[src/rtl/smart_scales_pkg.sv]
// Shared types and widths for the smart scales acquisition path: FSM state
// encoding, sample widths and small arithmetic helpers.
package smart_scales_pkg;

   localparam int W_W = 9;
   localparam int H_W = 8;

   typedef enum logic [1:0] {
      IDLE   = 2'd0,
      ACCUM  = 2'd1,
      LOCKED = 2'd2
   } state_t;

   function automatic logic [W_W-1:0] abs_diff(input logic [W_W-1:0] a, input logic [W_W-1:0] b);
      return (a >= b) ? (a - b) : (b - a);
   endfunction

   // Subtraction that clamps at zero instead of wrapping.
   function automatic logic [W_W-1:0] sat_sub(input logic [W_W-1:0] a, input logic [W_W-1:0] b);
      return (a > b) ? (a - b) : {W_W{1'b0}};
   endfunction

endpackage

[src/rtl/smart_scales_frontend_window_averager.sv]
// Fixed-length window averager: counts accepted samples, sums weight and height,
// and flags the completing sample combinationally along with the truncated averages.
module window_averager
   import smart_scales_pkg::*;
#(
   parameter int AVG_LOG2 = 2
) (
   input  logic           clk,
   input  logic           rst_n,
   input  logic           sample_en,
   input  logic [W_W-1:0] w_sample,
   input  logic [H_W-1:0] h_sample,
   output logic           win_done,
   output logic [W_W-1:0] w_avg,
   output logic [H_W-1:0] h_avg
);

   localparam int CW = (AVG_LOG2 > 0) ? AVG_LOG2 : 1;
   localparam int WA = W_W + AVG_LOG2;
   localparam int HA = H_W + AVG_LOG2;
   localparam logic [CW-1:0] LAST_C = CW'((1 << AVG_LOG2) - 1);

   logic [CW-1:0] cnt_r;
   logic [WA-1:0] w_acc_r;
   logic [HA-1:0] h_acc_r;
   logic [WA-1:0] w_sum_s;
   logic [HA-1:0] h_sum_s;
   logic          last_s;

   // The completing sample is folded in here so the average is ready on its own cycle.
   assign w_sum_s  = w_acc_r + WA'(w_sample);
   assign h_sum_s  = h_acc_r + HA'(h_sample);
   assign last_s   = (cnt_r == LAST_C);
   assign win_done = sample_en & last_s;
   assign w_avg    = W_W'(w_sum_s >> AVG_LOG2);
   assign h_avg    = H_W'(h_sum_s >> AVG_LOG2);

   // Sample counter and accumulators; a finished window restarts from zero.
   always_ff @(posedge clk) begin
      if (!rst_n) begin
         cnt_r   <= {CW{1'b0}};
         w_acc_r <= {WA{1'b0}};
         h_acc_r <= {HA{1'b0}};
      end else if (sample_en) begin
         if (last_s) begin
            cnt_r   <= {CW{1'b0}};
            w_acc_r <= {WA{1'b0}};
            h_acc_r <= {HA{1'b0}};
         end else begin
            cnt_r   <= cnt_r + CW'(1);
            w_acc_r <= w_sum_s;
            h_acc_r <= h_sum_s;
         end
      end
   end

endmodule

[src/rtl/smart_scales_frontend.sv]
// Acquisition front end: windowed averaging, settle detection and measurement lock.
// Optional tare support is built when SCALE_TARE_EN is defined.
module smart_scales_frontend
   import smart_scales_pkg::*;
#(
   parameter int AVG_LOG2   = 2,
   parameter int TOL        = 2,
   parameter int STABLE_WIN = 3,
   parameter int EMPTY_TH   = 10
) (
   input  logic           clk,
   input  logic           rst_n,
   input  logic           sample_valid,
   input  logic [W_W-1:0] w_sample,
   input  logic [H_W-1:0] h_sample,
`ifdef SCALE_TARE_EN
   input  logic           tare,
`endif
   output logic [W_W-1:0] weight,
   output logic [H_W-1:0] height,
   output logic           meas_valid,
   output logic           meas_strobe,
   output logic           busy
);

   localparam int MW = $clog2(STABLE_WIN + 1);
   localparam logic [W_W-1:0] EMPTY_TH_C = W_W'(EMPTY_TH);
   localparam logic [W_W-1:0] TOL_C      = W_W'(TOL);
   localparam logic [MW-1:0]  STABLE_C   = MW'(STABLE_WIN);

   state_t         state_r, state_s;
   logic [MW-1:0]  m_r, m_s;
   logic [W_W-1:0] prev_avg_r, prev_avg_s;
   logic           prev_ok_r, prev_ok_s;
   logic [W_W-1:0] weight_r, weight_s;
   logic [H_W-1:0] height_r, height_s;
   logic           meas_valid_r, meas_strobe_r, busy_r;
   logic           strobe_s;
   logic           tare_s, tare_arm_r, tare_arm_s;
   logic [W_W-1:0] tare_off_r, tare_off_s;
   logic           take_s, win_done_s;
   logic [W_W-1:0] w_avg_s, w_eff_s;
   logic [H_W-1:0] h_avg_s;

`ifdef SCALE_TARE_EN
   assign tare_s = tare;
`else
   assign tare_s = 1'b0;
`endif

   // In IDLE only a non-empty sample (or an armed tare capture) enters the averager.
   assign take_s  = (state_r != IDLE) || tare_arm_r || (!tare_s && (w_sample >= EMPTY_TH_C));
   assign w_eff_s = sat_sub(w_avg_s, tare_off_r);

   window_averager #(.AVG_LOG2(AVG_LOG2)) u_avg (
      .clk       (clk),
      .rst_n     (rst_n),
      .sample_en (sample_valid & take_s),
      .w_sample  (w_sample),
      .h_sample  (h_sample),
      .win_done  (win_done_s),
      .w_avg     (w_avg_s),
      .h_avg     (h_avg_s)
   );

   // Next-state, match counting and lock decisions.
   always_comb begin
      state_s    = state_r;
      m_s        = m_r;
      prev_avg_s = prev_avg_r;
      prev_ok_s  = prev_ok_r;
      weight_s   = weight_r;
      height_s   = height_r;
      strobe_s   = 1'b0;
      tare_arm_s = tare_arm_r;
      tare_off_s = tare_off_r;
      case (state_r)
         IDLE: begin
            if (tare_arm_r) begin
               if (win_done_s) begin
                  tare_off_s = w_avg_s;
                  tare_arm_s = 1'b0;
               end else begin
                  tare_arm_s = 1'b1;
               end
            end else if (tare_s) begin
               tare_arm_s = 1'b1;
            end else if (sample_valid && take_s) begin
               state_s   = ACCUM;
               m_s       = {MW{1'b0}};
               prev_ok_s = 1'b0;
            end else begin
               state_s = IDLE;
            end
         end
         ACCUM: begin
            if (!win_done_s) begin
               state_s = ACCUM;
            end else if (w_eff_s < EMPTY_TH_C) begin
               state_s   = IDLE;
               m_s       = {MW{1'b0}};
               prev_ok_s = 1'b0;
            end else begin
               if (prev_ok_r && (abs_diff(w_eff_s, prev_avg_r) <= TOL_C)) begin
                  m_s = m_r + MW'(1);
               end else begin
                  m_s = {MW{1'b0}};
               end
               prev_avg_s = w_eff_s;
               prev_ok_s  = 1'b1;
               if (m_s == STABLE_C) begin
                  state_s  = LOCKED;
                  weight_s = w_eff_s;
                  height_s = h_avg_s;
                  strobe_s = 1'b1;
               end else begin
                  state_s = ACCUM;
               end
            end
         end
         LOCKED: begin
            if (!win_done_s) begin
               state_s = LOCKED;
            end else if (w_eff_s < EMPTY_TH_C) begin
               state_s   = IDLE;
               m_s       = {MW{1'b0}};
               prev_ok_s = 1'b0;
            end else if (abs_diff(w_eff_s, weight_r) > TOL_C) begin
               state_s    = ACCUM;
               m_s        = {MW{1'b0}};
               prev_avg_s = w_eff_s;
               prev_ok_s  = 1'b1;
            end else begin
               state_s = LOCKED;
            end
         end
         default: begin
            state_s = IDLE;
         end
      endcase
   end

   // State and registered outputs.
   always_ff @(posedge clk) begin
      if (!rst_n) begin
         state_r       <= IDLE;
         m_r           <= {MW{1'b0}};
         prev_avg_r    <= {W_W{1'b0}};
         prev_ok_r     <= 1'b0;
         weight_r      <= {W_W{1'b0}};
         height_r      <= {H_W{1'b0}};
         meas_valid_r  <= 1'b0;
         meas_strobe_r <= 1'b0;
         busy_r        <= 1'b0;
         tare_arm_r    <= 1'b0;
         tare_off_r    <= {W_W{1'b0}};
      end else begin
         state_r       <= state_s;
         m_r           <= m_s;
         prev_avg_r    <= prev_avg_s;
         prev_ok_r     <= prev_ok_s;
         weight_r      <= weight_s;
         height_r      <= height_s;
         meas_valid_r  <= (state_s == LOCKED);
         meas_strobe_r <= strobe_s;
         busy_r        <= (state_s != IDLE);
         tare_arm_r    <= tare_arm_s;
         tare_off_r    <= tare_off_s;
      end
   end

   assign weight      = weight_r;
   assign height      = height_r;
   assign meas_valid  = meas_valid_r;
   assign meas_strobe = meas_strobe_r;
   assign busy        = busy_r;

endmodule

[config.mk]
export PLATFORM = sky130hd
export DESIGN_NAME = smart_scales_frontend
export DESIGN_NICKNAME = d
export VERILOG_FILES = /design/src/rtl/smart_scales_pkg.sv /design/src/rtl/smart_scales_frontend_window_averager.sv /design/src/rtl/smart_scales_frontend.sv
export SDC_FILE = /design/constraint.sdc
export NUM_CORES = 1
export LEC_CHECK = 0
export ABC_CLOCK_PERIOD_IN_PS = 10700
export CAP_MARGIN = 20
export CORE_UTILIZATION = 45
export DETAILED_ROUTE_END_ITERATION = 10
export PLACE_DENSITY = 0.72
export SLEW_MARGIN = 30
export SYNTH_ARGS = -nofsm -noshare
export SYNTH_HDL_FRONTEND = slang
export SYNTH_SLANG_ARGS = --single-unit
[constraint.sdc]
create_clock -name clk -period 10.7 [get_ports clk]
set_input_delay 2.675 -clock clk [delete_from_list [all_inputs] [get_ports clk]]
set_output_delay 2.675 -clock clk [all_outputs]
set_load 0.03 [all_outputs]
-- Word-level counts from Yosys, hierarchy flattened
Cells that the tools add are included.
- add/subtract/negate cells: 9
- magnitude comparators: 7
- eq/ne operators: 13
- mux-type cells: 44
- bitwise logic cells: 6
- reduce and logical (&&, ||, !) cells: 14
- operator list (cell ; number):
    $mux 9 ; 8
    $sub 9x9->9 ; 5
    $mux 2 ; 19
    $ge 9x9->1 ; 2
    $pmux 9 s2 ; 1
    $ne 2x2->1 const B ; 7
    $pmux 2 s3 ; 2
    $reduce_and 6->1 ; 2
    $add 11x9->11 ; 1
    $mux 1 ; 11
    $mux 11 ; 1
    $add 10x8->10 ; 1
    $mux 10 ; 1
    $ge 9x4->1 const B ; 1
    $gt 9x2->1 const B ; 1
    $gt 9x9->1 ; 1
    $le 9x2->1 const B ; 1
    $lt 9x4->1 const B ; 1
    $eq 2x2->1 const B ; 4
    $reduce_bool 2->1 ; 3
    $add 2x1->2 const B ; 2
    $not 1->1 ; 4
    $reduce_and 4->1 ; 1
    $reduce_or 4->1 ; 1
    other kinds (9) ; 12
- flip-flop bits (word level): 67
- output and inout port bits: 20

-- Logic depth before layout (Yosys ltp)
- depth after elaboration: 17
- mapped depth: 32
- depth with buffers taken out: 30

-- Cells and area by module
From an unflattened synthesis, not the netlist that was laid out.
- cells, all modules: 741
- area, all modules: 5886.9 um^2
- by module, submodules not included (module ; instances ; cells an instance ; area an instance (um^2)):
    smart_scales_frontend ; 1 ; 552 ; 4200.3
    window_averager ; 1 ; 189 ; 1686.6

-- Least setup slack after synthesis
Ideal clock, no wire load.
- path kind: input port to flip-flop
- start: input port w_sample[0]
- end: register weight_r[1] (netlist: weight[1])
- setup time: 0.128 ns
- arrival: 8.415 ns
- data required time: 10.572 ns
- path slack: 2.157 ns
- stages: 31
- cells stage by stage: ha_1 > fa_1 > a21oi_1 > nor2_1 > nor2_1 > o21bai_1 > a21oi_1 > o21bai_1 > a41oi_1 > xor2_1 > inv_1 > ha_1 > o211ai_1 > nand2_1 > o31ai_1 > a21oi_1 > inv_1 > nor2_1 > ha_1 > nand4_2 > nor3_2 > o31a_1 > nor3_1 > mux2i_1 > or4b_4 > and4bb_1 > nand4_1 > buf_6 > buf_8 > mux2i_1 > nor2_1
- word-level cells in the longest chain between the ends: 13
- elaborated cells between the ends (all ways): 22
- those cells by class: add/sub (4); order compare (5); eq/ne (1); mux (6); bitwise (3); reduce/logical (3)
- RTL lines (what ; RTL line ; text):
    start: declaration ; smart_scales_frontend.sv:14 ; input logic [W_W-1:0] w_sample,
    $add 11x9->11 (*) ; smart_scales_frontend_window_averager.sv:31 ; assign w_sum_s = w_acc_r + WA'(w_sample);
    via u_avg.w_avg[8] ; smart_scales_frontend_window_averager.sv:14 ; output logic [W_W-1:0] w_avg,
    $sub 9x9->9 / $gt 9x9->1 (equally long branches) ; smart_scales_pkg.sv:20 ; return (a > b) ? (a - b) : {W_W{1'b0}};
    $mux 9 (*) ; smart_scales_pkg.sv:20 ;
    $sub 9x9->9 / $ge 9x9->1 (equally long branches) ; smart_scales_pkg.sv:15 ; return (a >= b) ? (a - b) : (b - a);
    $mux 9 ; smart_scales_pkg.sv:15 ;
    $le 9x2->1 ; smart_scales_frontend.sv:104 ; if (prev_ok_r && (abs_diff(w_eff_s, prev_avg_r) <= TOL_C)) begin
    $logic_and 1x1->1 ; smart_scales_frontend.sv:104 ;
    $mux 2 ; smart_scales_frontend.sv:104 ;
    $mux 2 ; smart_scales_frontend.sv:99 ; end else if (w_eff_s < EMPTY_TH_C) begin
    $mux 2 ; smart_scales_frontend.sv:97 ; if (!win_done_s) begin
    $mux 2 ; smart_scales_frontend.sv:77 ; case (state_r)
    $eq 2x2->1 ; smart_scales_frontend.sv:111 ; if (m_s == STABLE_C) begin
    $reduce_and 4->1 (no source line) ; - ;
    end signal: assignment ; smart_scales_frontend.sv:150 ; weight_r <= {W_W{1'b0}};
    end signal: assignment ; smart_scales_frontend.sv:162 ; weight_r <= weight_s;
    end: declaration ; smart_scales_frontend.sv:35 ; logic [W_W-1:0] weight_r, weight_s;
The timed path passes the listed nets; every way through them passes the cells marked *. The select of a mux whose other input is x is not followed.
A chain may end at the register's enable or synchronous reset.

-- Worst setup path after layout
- start: input port w_sample[1]
- end: register busy_r (netlist: busy)
- word-level cells in the longest chain between the ends: 17
- elaborated cells between the ends (all ways): 36
- those cells by class: add/sub (6); order compare (7); eq/ne (1); mux (16); bitwise (2); reduce/logical (4)
- RTL lines (what ; RTL line ; text):
    $add 11x9->11 (*) ; smart_scales_frontend_window_averager.sv:31 ;
    via u_avg.w_avg[7] ; smart_scales_frontend_window_averager.sv:14 ;
    $sub 9x9->9 / $gt 9x9->1 (equally long branches) ; smart_scales_pkg.sv:20 ;
    $mux 9 (*) ; smart_scales_pkg.sv:20 ;
    $sub 9x9->9 / $ge 9x9->1 (equally long branches) ; smart_scales_pkg.sv:15 ;
    $mux 9 ; smart_scales_pkg.sv:15 ;
    $le 9x2->1 ; smart_scales_frontend.sv:104 ;
    $logic_and 1x1->1 ; smart_scales_frontend.sv:104 ;
    (+2 left out) ; - ;
    $mux 2 ; smart_scales_frontend.sv:97 ;
    $mux 2 ; smart_scales_frontend.sv:77 ;
    $eq 2x2->1 ; smart_scales_frontend.sv:111 ;
    $mux 2 ; smart_scales_frontend.sv:111 ;
    $mux 2 ; smart_scales_frontend.sv:99 ;
    $mux 2 ; smart_scales_frontend.sv:97 ;
    $pmux 2 s3 (*) ; smart_scales_frontend.sv:77 ;
    $reduce_bool 2->1 (*) ; smart_scales_frontend.sv:166 ; busy_r <= (state_s != IDLE);
    end signal: assignment ; smart_scales_frontend.sv:166 ;
    end: declaration ; smart_scales_frontend.sv:37 ; logic meas_valid_r, meas_strobe_r, busy_r;
Marked as above.

==> results_dict.tcl <==
set metrics [dict create \
    routedWlPerCell_microns 15.4 \
    criticalPathCategory "input port to register" \
    syn_inst 704 \
    rsz0062_at_grt "no" \
    ctsLongestPathBuffers 2 \
    max_cap_viol_count 0 \
    grt_max_degree 41 \
    die_w_microns 114 \
    final_cell_area_sq_um 6390 \
    endpoint_kind "register" \
    worst_pin_slew_ns 0.742 \
    drc 0 \
    synth_top_flop_cell "dfxtp_1" \
    regToRegSetupSlack_ns 3.57 \
    dp_cells 886 \
    cpPeakStageDelay_ns 0.52 \
    gp_congestion 0.939 \
    ir_worst_vdd_v 0.000123 \
    num_vias 5157 \
    skew_ns 0.00596 \
    diodes 0 \
    grt_first_pass_wirelength_microns 23300 \
    yosys.area_share.simple_pct 20.5 \
    p_leak_nw 2.76 \
    synth_top_family_by_area "compound AO/OA/AOI/OAI gates" \
    cts_hold_buf 0 \
    crit_required_ns 10.97 \
    holdCritPathClass "register to register" \
    netlist_area_sq_um 5610 \
    rows 40 \
    area_growth_pct 13.8 \
    tns_ns 0 \
    synth-xor-area-share_pct 4.68 \
    cts_tree "done" \
    clkLatencyLatePin_ns 0.34 \
    crit_fanout 18 \
    port_buffers 39 \
    place_area_sq_um 6080 \
    async_flop_share_pct 0 \
    worst_ep_arrival_time_ns 9.91 \
    synth_nets 796 \
    ys_ff_latch 67 \
    cts-root-buf "clkbuf_16" \
    critPathMostFrequentCell "a21oi_1" \
    maxSlewViolCount 0 \
    fillCellCount 1134 \
    synth_edf_count 0 \
    io_pins 40 \
    setup_viol 0 \
    core_sq_um 12100 \
    layout_min_cycle_time_ns 9.64 \
    synth_compound_area_share_pct 23.0 \
    grt_pass1_vias 5021 \
    vias_per_cell 5.72 \
    synth.area.mux_share_pct 4.15 \
    status "finished clean" \
    htreeDepth 3 \
    synth_fa_ha_area_share_pct 17.0 \
    final_cells 902 \
    antenna_found_initial 0 \
    track_usage_pct 22.4 \
    final_common_cell "nor2_1" \
    crit_slowest_cell "nor2_1" \
    yosys_warnings 0 \
    mostFrequentLayoutCells "nor2_1 (76), dfxtp_1 (67), ha_1 (65)" \
    cts_buffers 9 \
    wirelength_microns 13900 \
    layout-drive-gt1-share_pct 5.18 \
    power_density_nw_per_um2 287 \
    final_nets 821 \
    relSlewSlack_pct 50.5 \
    cts.sinks 67 \
    path_clk_slew_ns 0.05 \
    finalHoldViolations 0 \
    grt_overflow 0 \
    dr.first_iter.drc_count 308 \
    initial_core_util_pct 46.5 \
    dp_hpwl_microns 10400 \
    drtPass1Iterations 4 \
    start_kind "input port" \
    syn_area_per_cell_sq_um 7.97 \
    design.die.area_sq_um 12900 \
    timing.final.crit_share_pct 90.1 \
    die_h_microns 114 \
    synth_cell_types 70 \
    max_clock_freq_ghz 0.104 \
    detail-route-antenna-nets 0 \
    postCtsSetupBuffers 0 \
    synth_seq_area_share_pct 23.9 \
    cts_resized 0 \
]
-- cell families after synthesis --
group / Yosys count
multiplexers: 23
AO/OA/AOI/OAI: 190
adder cells (fa/ha/maj): 72
AND/OR/NAND/NOR: 235
flip-flops: 67
buffers and inverters: 87
XOR/XNOR: 30
-- cell usage after synthesis (4+ instances only) --
| master | instances | area [sq um] |
|---|---|---|
| a21o_1 | 17 | 128 |
| o2111ai_1 | 4 | 35.0 |
| nand4_1 | 11 | 68.8 |
| and2_1 | 9 | 56.3 |
| inv_1 | 58 | 218 |
| nand3_1 | 28 | 140 |
| dfxtp_1 | 67 | 1340 |
| a22oi_1 | 15 | 113 |
| nor4_1 | 5 | 31.3 |
| ha_1 | 65 | 813 |
| fa_1 | 7 | 140 |
| buf_2 | 4 | 20.0 |
| a211oi_1 | 5 | 37.5 |
| and3_1 | 7 | 43.8 |
| a211o_1 | 5 | 43.8 |
| mux2i_1 | 21 | 210 |
| nor3_1 | 10 | 50.1 |
| o21a_1 | 10 | 75.1 |
| a21oi_1 | 60 | 300 |
| nor2_1 | 77 | 289 |
| clkbuf_1 | 16 | 60.1 |
| nand2b_1 | 10 | 62.6 |
| o21ai_0 | 17 | 85.1 |
| o21bai_1 | 11 | 82.6 |
| nand2_1 | 52 | 195 |
| xnor2_1 | 20 | 175 |
| nor2b_1 | 6 | 37.5 |
| o31ai_1 | 14 | 105 |
| xor2_1 | 10 | 87.6 |
-- critical path, delay by kind of cell --
kind            cells  cell delay, ns
xor+xnor            1            0.27
simple gates        7            2.05
compound gates     15            2.59
buf+inv             4            0.96
mux                 1            0.30
fa+ha+maj           3            1.08
-- cell type report --
cell class                      count  area, sq um  area share [%]
Tap cell                          168          210            3.29
Timing Repair Buffer               42          413            6.46
Multi-Input combinational cell    550         3900            61.0
Inverter                           59          221            3.47
Clock buffer                       10          239            3.74
Sequential cell                    67         1340            21.0
Clock inverter                      6         63.8           0.999
-- metrics by stage --
stage	worst slack (ns)	hold WS [ns]	util (%)	total power, W
floorplan	2.16	0.436	-	0.00128
global placement	1.02	0.444	50.4	0.00146
detailed placement	0.822	0.451	50.4	0.00149
CTS	1.12	0.459	53.0	0.00181
global route	0.463	0.477	53.0	0.00199
finish	1.06	0.460	53.0	0.00183
-- flip-flops by register name, indices dropped and copies added, names as in the netlist --
register and count:
tare_off_r 9, meas_strobe 1, state_r 2, meas_valid 1, u_avg.cnt_r 2, busy 1
height 8, m_r 2, tare_arm_r 1, weight 9, u_avg.h_acc_r 10, prev_avg_r 9
prev_ok_r 1, u_avg.w_acc_r 11
-- routing by layer --
metal	wire, microns	GRT usage, %	vias up
met4	246	9.65	0
met5	0	0	-
met2	6740	38.8	142
met3	620	4.09	24
met1	6250	27.1	2434
li1	-	-	2557
-- final timing paths --
check	startpoint	to	cells past startpoint
max	w_sample[1]	busy	31
max reg2reg	u_avg.w_acc_r[1]	busy	30
min reg2reg	tare_off_r[2]	tare_off_r[2]	2
min	tare_off_r[2]	tare_off_r[2]	2
-- report_power, final --
part           switching (W)  total, W  internal [W]
registers         0.00000739  0.000268      0.000260
clock network       0.000118  0.000304      0.000187
logic               0.000747   0.00126      0.000511
No activity file was read; power rests on OpenSTA's default activity.
